===== config.mk =====
export PLATFORM = sky130hd
export DESIGN_NAME = debouncer
export DESIGN_NICKNAME = d
export VERILOG_FILES = /design/src/rtl/debouncer.sv
export SDC_FILE = /design/constraint.sdc
export NUM_CORES = 1
export LEC_CHECK = 0
export ABC_AREA = 1
export BUFFER_PORTS_ARGS = -buffer_cell sky130_fd_sc_hd__clkbuf_2
export CAP_MARGIN = 20
export CORE_AREA = 8 8 45 47
export DETAILED_ROUTE_END_ITERATION = 7
export DIE_AREA = 0 0 53 55
export GPL_ROUTABILITY_DRIVEN = 1
export PLACE_DENSITY = 0.54
export SLEW_MARGIN = 20
export SYNTH_ARGS = -nofsm -noshare
export SYNTH_HDL_FRONTEND = slang
export SYNTH_SLANG_ARGS = --single-unit

===== constraint.sdc =====
create_clock -name clk -period 1.15 [get_ports clk]
set_clock_uncertainty 0.1 [all_clocks]
set_input_delay 0.23 -clock clk [delete_from_list [all_inputs] [get_ports clk]]
set_output_delay 0.23 -clock clk [all_outputs]
set_load 0.005 [all_outputs]

===== src/rtl/debouncer.sv =====
// Debouncer: a level must differ from the output for STABLE_CYCLES consecutive cycles before it is accepted.
// Define DEBOUNCER_LONGPRESS_EN to build the long-press / auto-repeat strobe; otherwise long_press is tied to 0.
module debouncer #(
    parameter int   STABLE_CYCLES = 16,
    parameter logic START_STATE   = 1'b0,
    parameter int   LONG_CYCLES   = 1024,
    parameter int   REPEAT_CYCLES = 256
) (
    input  logic clk,
    input  logic rst,
    input  logic in,
    output logic out,
    output logic rising_edge,
    output logic falling_edge,
    output logic long_press
);

    localparam int CNT_W = (STABLE_CYCLES > 1) ? $clog2(STABLE_CYCLES) : 1;
    localparam logic [CNT_W-1:0] CNT_LAST = CNT_W'(STABLE_CYCLES - 1);

    logic             out_q, out_d;
    logic [CNT_W-1:0] cnt_q, cnt_d;
    logic             rise_q, rise_d;
    logic             fall_q, fall_d;

    always_ff @(posedge clk) begin
        if (rst) begin
            out_q  <= START_STATE;
            cnt_q  <= '0;
            rise_q <= 1'b0;
            fall_q <= 1'b0;
        end else begin
            out_q  <= out_d;
            cnt_q  <= cnt_d;
            rise_q <= rise_d;
            fall_q <= fall_d;
        end
    end

    // The settle counter tracks how long in has disagreed with out; any agreement aborts the settle.
    always_comb begin
        out_d  = out_q;
        cnt_d  = cnt_q;
        rise_d = 1'b0;
        fall_d = 1'b0;
        if (in == out_q) begin
            cnt_d = '0;
        end else if (cnt_q == CNT_LAST) begin
            out_d  = in;
            cnt_d  = '0;
            rise_d = in;
            fall_d = ~in;
        end else begin
            cnt_d = cnt_q + CNT_W'(1);
        end
    end

    assign out          = out_q;
    assign rising_edge  = rise_q;
    assign falling_edge = fall_q;

`ifdef DEBOUNCER_LONGPRESS_EN
    localparam int HOLD_MAX = (LONG_CYCLES > REPEAT_CYCLES) ? LONG_CYCLES : REPEAT_CYCLES;
    localparam int HOLD_W   = $clog2(HOLD_MAX + 1);
    localparam logic [HOLD_W-1:0] LONG_TGT = HOLD_W'(LONG_CYCLES);
    localparam logic [HOLD_W-1:0] REP_TGT  = HOLD_W'(REPEAT_CYCLES);

    logic [HOLD_W-1:0] hold_q, hold_d;
    logic [HOLD_W-1:0] hold_inc, hold_tgt;
    logic              armed_q, armed_d;
    logic              rep_q, rep_d;
    logic              long_q, long_d;

    always_ff @(posedge clk) begin
        if (rst) begin
            hold_q  <= '0;
            armed_q <= 1'b0;
            rep_q   <= 1'b0;
            long_q  <= 1'b0;
        end else begin
            hold_q  <= hold_d;
            armed_q <= armed_d;
            rep_q   <= rep_d;
            long_q  <= long_d;
        end
    end

    // First period runs to LONG_CYCLES, later periods to REPEAT_CYCLES, each restarting from 0.
    always_comb begin
        hold_d   = hold_q;
        armed_d  = armed_q;
        rep_d    = rep_q;
        long_d   = 1'b0;
        hold_inc = hold_q + HOLD_W'(1);
        hold_tgt = rep_q ? REP_TGT : LONG_TGT;
        if (rise_d) begin
            hold_d  = '0;
            armed_d = 1'b1;
            rep_d   = 1'b0;
        end else if (fall_d) begin
            hold_d  = '0;
            armed_d = 1'b0;
            rep_d   = 1'b0;
        end else if (armed_q && out_q) begin
            if (hold_inc == hold_tgt) begin
                long_d = 1'b1;
                if (REPEAT_CYCLES > 0) begin
                    hold_d = '0;
                    rep_d  = 1'b1;
                end else begin
                    hold_d  = hold_inc;
                    armed_d = 1'b0;
                end
            end else begin
                hold_d = hold_inc;
            end
        end
    end

    assign long_press = long_q;
`else
    // Long-press parameters stay on the interface for drop-in compatibility but have no effect here.
    localparam logic LP_PARAMS_SANE = (LONG_CYCLES >= 1) && (REPEAT_CYCLES >= 0);
    assign long_press = 1'b0 & LP_PARAMS_SANE;
`endif

endmodule


=== Word-level counts from Yosys, hierarchy flattened ===
Cells that the tools add are included.

* Flip-flop bits (word level): 7
* Bits in latches: 0
* Bits in writable memories: 0
* ROM bits: 0
* Input port bits: 3
* Output and inout bits: 4
* Word-level logic and storage cells: 13
* Memories: 0

* Add/subtract/negate cells: 1
* Multiply operators: 0
* Divide/modulo/power cells: 0
* Magnitude comparators: 0
* Eq/ne operators: 2
* Shift operators: 0
* Multiplexer cells: 0
* Bitwise logic cells: 3
* Reductions and logical operators: 3

{| class="wikitable"
|+ Operators with widths
! kind !! count
|-
| OR reduction 3 bit || 2
|-
| adder 4 x 1 -> 4 bit, second input constant || 1
|-
| equality test 4 bit, second input constant || 1
|-
| inverter 1 bit || 3
|-
| AND reduction 2 bit || 1
|-
| equality test 1 bit || 1
|}

=== Longest topological paths before layout ===
* Word-level depth: 3
* Depth in mapped cells: 6
* Depth with buffers taken out: 6

=== Worst setup path before layout ===
OpenSTA, ideal clock, no wires.

* Path type: reg-to-reg
* Start: reg cnt_q[0]
* End: reg out_q, in the netlist out
* Library setup time: 0.115 ns
* Arrival time: 0.864 ns
* Data required time: 0.935 ns
* Path slack: 0.072 ns
* Cell stages (with the launch flop): 7
* Buffers on the path: 0
* Clock period less this slack: 1.078 ns
* Path through: dfxtp_1 ha_1 nand2_2 nor2_4 nand2_1 nand2_1 nand2_1

* Cells in the longest elaborated chain, start to end: 2

{| class="wikitable"
|+ RTL lines
! element !! RTL line !! text
|-
| from (decl) || 22 || <nowiki>logic [CNT_W-1:0] cnt_q, cnt_d;</nowiki>
|-
| from (signal assigned) || 34 || <nowiki>cnt_q <= cnt_d;</nowiki>
|-
| equality test 4 bit || 48 || <nowiki>end else if (cnt_q == CNT_LAST) begin</nowiki>
|-
| AND reduction 2 bit (no source line) || - ||
|-
| to (signal assigned) || 33 || <nowiki>out_q <= out_d;</nowiki>
|-
| to (decl) || 21 || <nowiki>logic out_q, out_d;</nowiki>
|}

Every way passes these cells.
A chain may end at the register's enable or synchronous reset.

=== Final worst setup path ===
* Start: reg out_q, in the netlist out
* End: out out

{| class="wikitable"
|+ RTL lines
! element !! RTL line !! text
|-
| to (decl) || 12 || <nowiki>output logic out,</nowiki>
|}

No word-level cell between the ends.

==> out/qor.tcl <==
set qor(grt_antenna_before_repair) 0
set qor(post_syn_area_per_cell_um2) 8.085
set qor(htree_num_levels) 1
set qor(clk_transition_reported_paths_ns) 0.05
set qor(grt_max_degree) 6
set qor(drcViolationCount) 0
set qor(tritoncts.num_buffers) 3
set qor(layout_min_cycle_time_ns) 1.082
set qor(period_share_pct) 94.10
set qor(cellLeakagePower_nw) 0.1892
set qor(insertedDiodeCount) 0
set qor(globalplace.congestion) 0.6830
set qor(buffers_plus_inverters_on_the_worst_setup_path) 1
set qor(netlist_top_cells_area) {sky130_fd_sc_hd__dfxtp_1 (44%), sky130_fd_sc_hd__nand2_1 (8.3%), sky130_fd_sc_hd__inv_1 (7.1%), sky130_fd_sc_hd__nor2_1 (6.0%), sky130_fd_sc_hd__ha_1 (4.0%)}
set qor(holdCritPathClass) {input pin to flop}
set qor(timing.fmax_mhz) 924.1
set qor(worst_ep_required_time_ns) 0.82
set qor(mostFrequentLayoutCells) {sky130_fd_sc_hd__nand2_1 (7), sky130_fd_sc_hd__inv_1 (6), sky130_fd_sc_hd__nor2_1 (5), sky130_fd_sc_hd__dfxtp_1 (5), sky130_fd_sc_hd__clkbuf_2 (5)}
set qor(route.vias.total) 245
set qor(clk_root_buffer_cell) {sky130_fd_sc_hd__clkbuf_4}
set qor(setup.worst_path.class) {flop to primary output}
set qor(finalMaxSlewViolations) 0
set qor(io_buffers) 5
set qor(gr-total-overflow) 0
set qor(synth_fp_nets) 43
set qor(timing.final.hold_violations) 0
set qor(wl_um) 491
set qor(drive_above_1_share_pct) 37.50
set qor(max_cap_viol_count) 0
set qor(cp-start-kind) {flop}
set qor(drt_pass1_iterations) 4
set qor(top_area_cell_type_share_of_the_netlist_area_pct) 44.44
set qor(crit_path_cell_trace) {clkbuf_2}
set qor(antenna_violating_nets_post_route) 0
set qor(tritoncts) {built}
set qor(placement_rows) 14
set qor(gr-usage-all-layers_pct) 4.381
set qor(cts-hold-fix-buffers) 0
set qor(die_y_um) 55
set qor(critical-path-top-delay-family) {flip-flops}
set qor(drt_iter0_drc) 4
set qor(die_w_um) 53
set qor(synth.cell_area_um2) 315.3
set qor(design.portCount) 7
set qor(worst-r2r-setup-slack_ns) 0.11
set qor(setup_viol_count_final) 0
set qor(placed_cell_area_um2) 360.3
set qor(fill_cells) 149
set qor(path_max_fanout) 4
set qor(floorplan.die_area_um2) 2915
set qor(placeableCoreArea_um2) 1384
set qor(route.detailed.wl_per_inst_um) 7.672
set qor(irDropWorstVdd_uv) 461.2
set qor(worstSetupEndpointType) {primary output}
set qor(setup-tns-final_ns) 0
set qor(unrepaired_setup_endpoints_after_global_routing) {no}
set qor(outcome) {finished, final reports clean}
set qor(first_pass_grt_wire_length_um) 869
set qor(via_count_of_the_first_global_routing_pass) 243
set qor(synth_seq_area_share_pct) 44.44
set qor(critical_path.slowest_cell) {sky130_fd_sc_hd__dfxtp_1}
set qor(cts_sinks) 7
set qor(worst_ep_arrival_time_ns) 0.75
set qor(initial_core_util_pct) 22.78
set qor(slowest_delay_ns) 0.37
set qor(final_area_um2) 401.6
set qor(power_per_cell_area_nw_per_um2) 1245
set qor(synthesis_warnings) 0
set qor(layout.nets) 53
set qor(clock_path_buffers) 2
set qor(synth_top_area_cell) {sky130_fd_sc_hd__dfxtp_1}
set qor(synthDistinctLibCells) 15
set qor(layout-area-overhead-vs-synth_pct) 27.38
set qor(syn_inst) 39
set qor(synth-seq-cells) 7
set qor(most_common_cell_after_layout_fill_and_taps_aside) {sky130_fd_sc_hd__nand2_1}
set qor(post_drt_via_cell_ratio) 3.828
set qor(worst_skew_pair.late_latency_ns) 0.26
timing repair:
action / 4_1_cts / 5_1_grt
setup endpoints to repair: 0 / 1
endpoints found under the hold margin: 0 / 0
gates resized for setup: 0 / 4
buffers inserted: 0 / 0
layout make-up:
| type | count | area [um2] | share of cell area, % |
|---|---|---|---|
| multi-input combinational | 24 | 151.4 | 37.69 |
| sequential | 7 | 142.6 | 35.51 |
| timing repair buffer | 6 | 32.53 | 8.100 |
| inverter | 7 | 28.78 | 7.165 |
| clock buffer | 4 | 26.28 | 6.542 |
| tap | 16 | 20.02 | 4.984 |
stage by stage:
step                setup WS [ns]  std cells  utilization, %  hold slack [ns]  total power (W)
global route              0.02270         64           29.02           0.1674        0.0005319
global placement          0.03433         60           26.04           0.3898        0.0002773
CTS                      0.009576         64           27.94           0.1392        0.0005084
detailed placement        0.02398         60           26.04           0.3865        0.0002775
finish                    0.06781         64           29.02           0.1429        0.0005001
floorplan                 0.07179         39               -           0.2816        0.0002699
where the power goes:
part	switching, W	internal (W)
clock network	0.0000919	0.000133
logic	0.0000137	0.0000111
registers	0.00000376	0.000247
metal layers:
metal	routed length, um	part of all wire (%)	global-route usage, %	vias up
met1	231	47	3.976	104
met4	23	4.7	6.466	0
met2	225	46	6.445	5
met3	10	2.0	1.604	2
met5	0	0	0	-
li1	-	-	-	134
cells by family after synthesis:
| logic type | Yosys count | synth area share (%) |
|---|---|---|
| xor gates and xnor gates | 1 | 2.778 |
| adders and majority gates | 1 | 3.968 |
| buffers and inverters | 8 | 11.51 |
| DFF | 7 | 44.44 |
| other | 1 | 1.189 |
| and+or+nand+nor | 21 | 36.11 |
synthesized netlist by cell type, drive strengths merged:
cell,count
nor2,6
nand3,3
conb,1
dfxtp,7
buf,1
inv,7
nand4,3
nand2,9
ha,1
xnor2,1
final timing paths:
kind,from,end,depth (start not counted)
setup reg to reg,cnt_q[0],out,6
hold reg to reg,out,falling_edge,2
hold / removal,rst,out,4
setup / recovery,out,out,1
registers in the layout, summed over array words and instances (netlist names):
register,count
cnt_q,4
out,1
falling_edge,1
rising_edge,1
(Power assumes the default switching activity.)
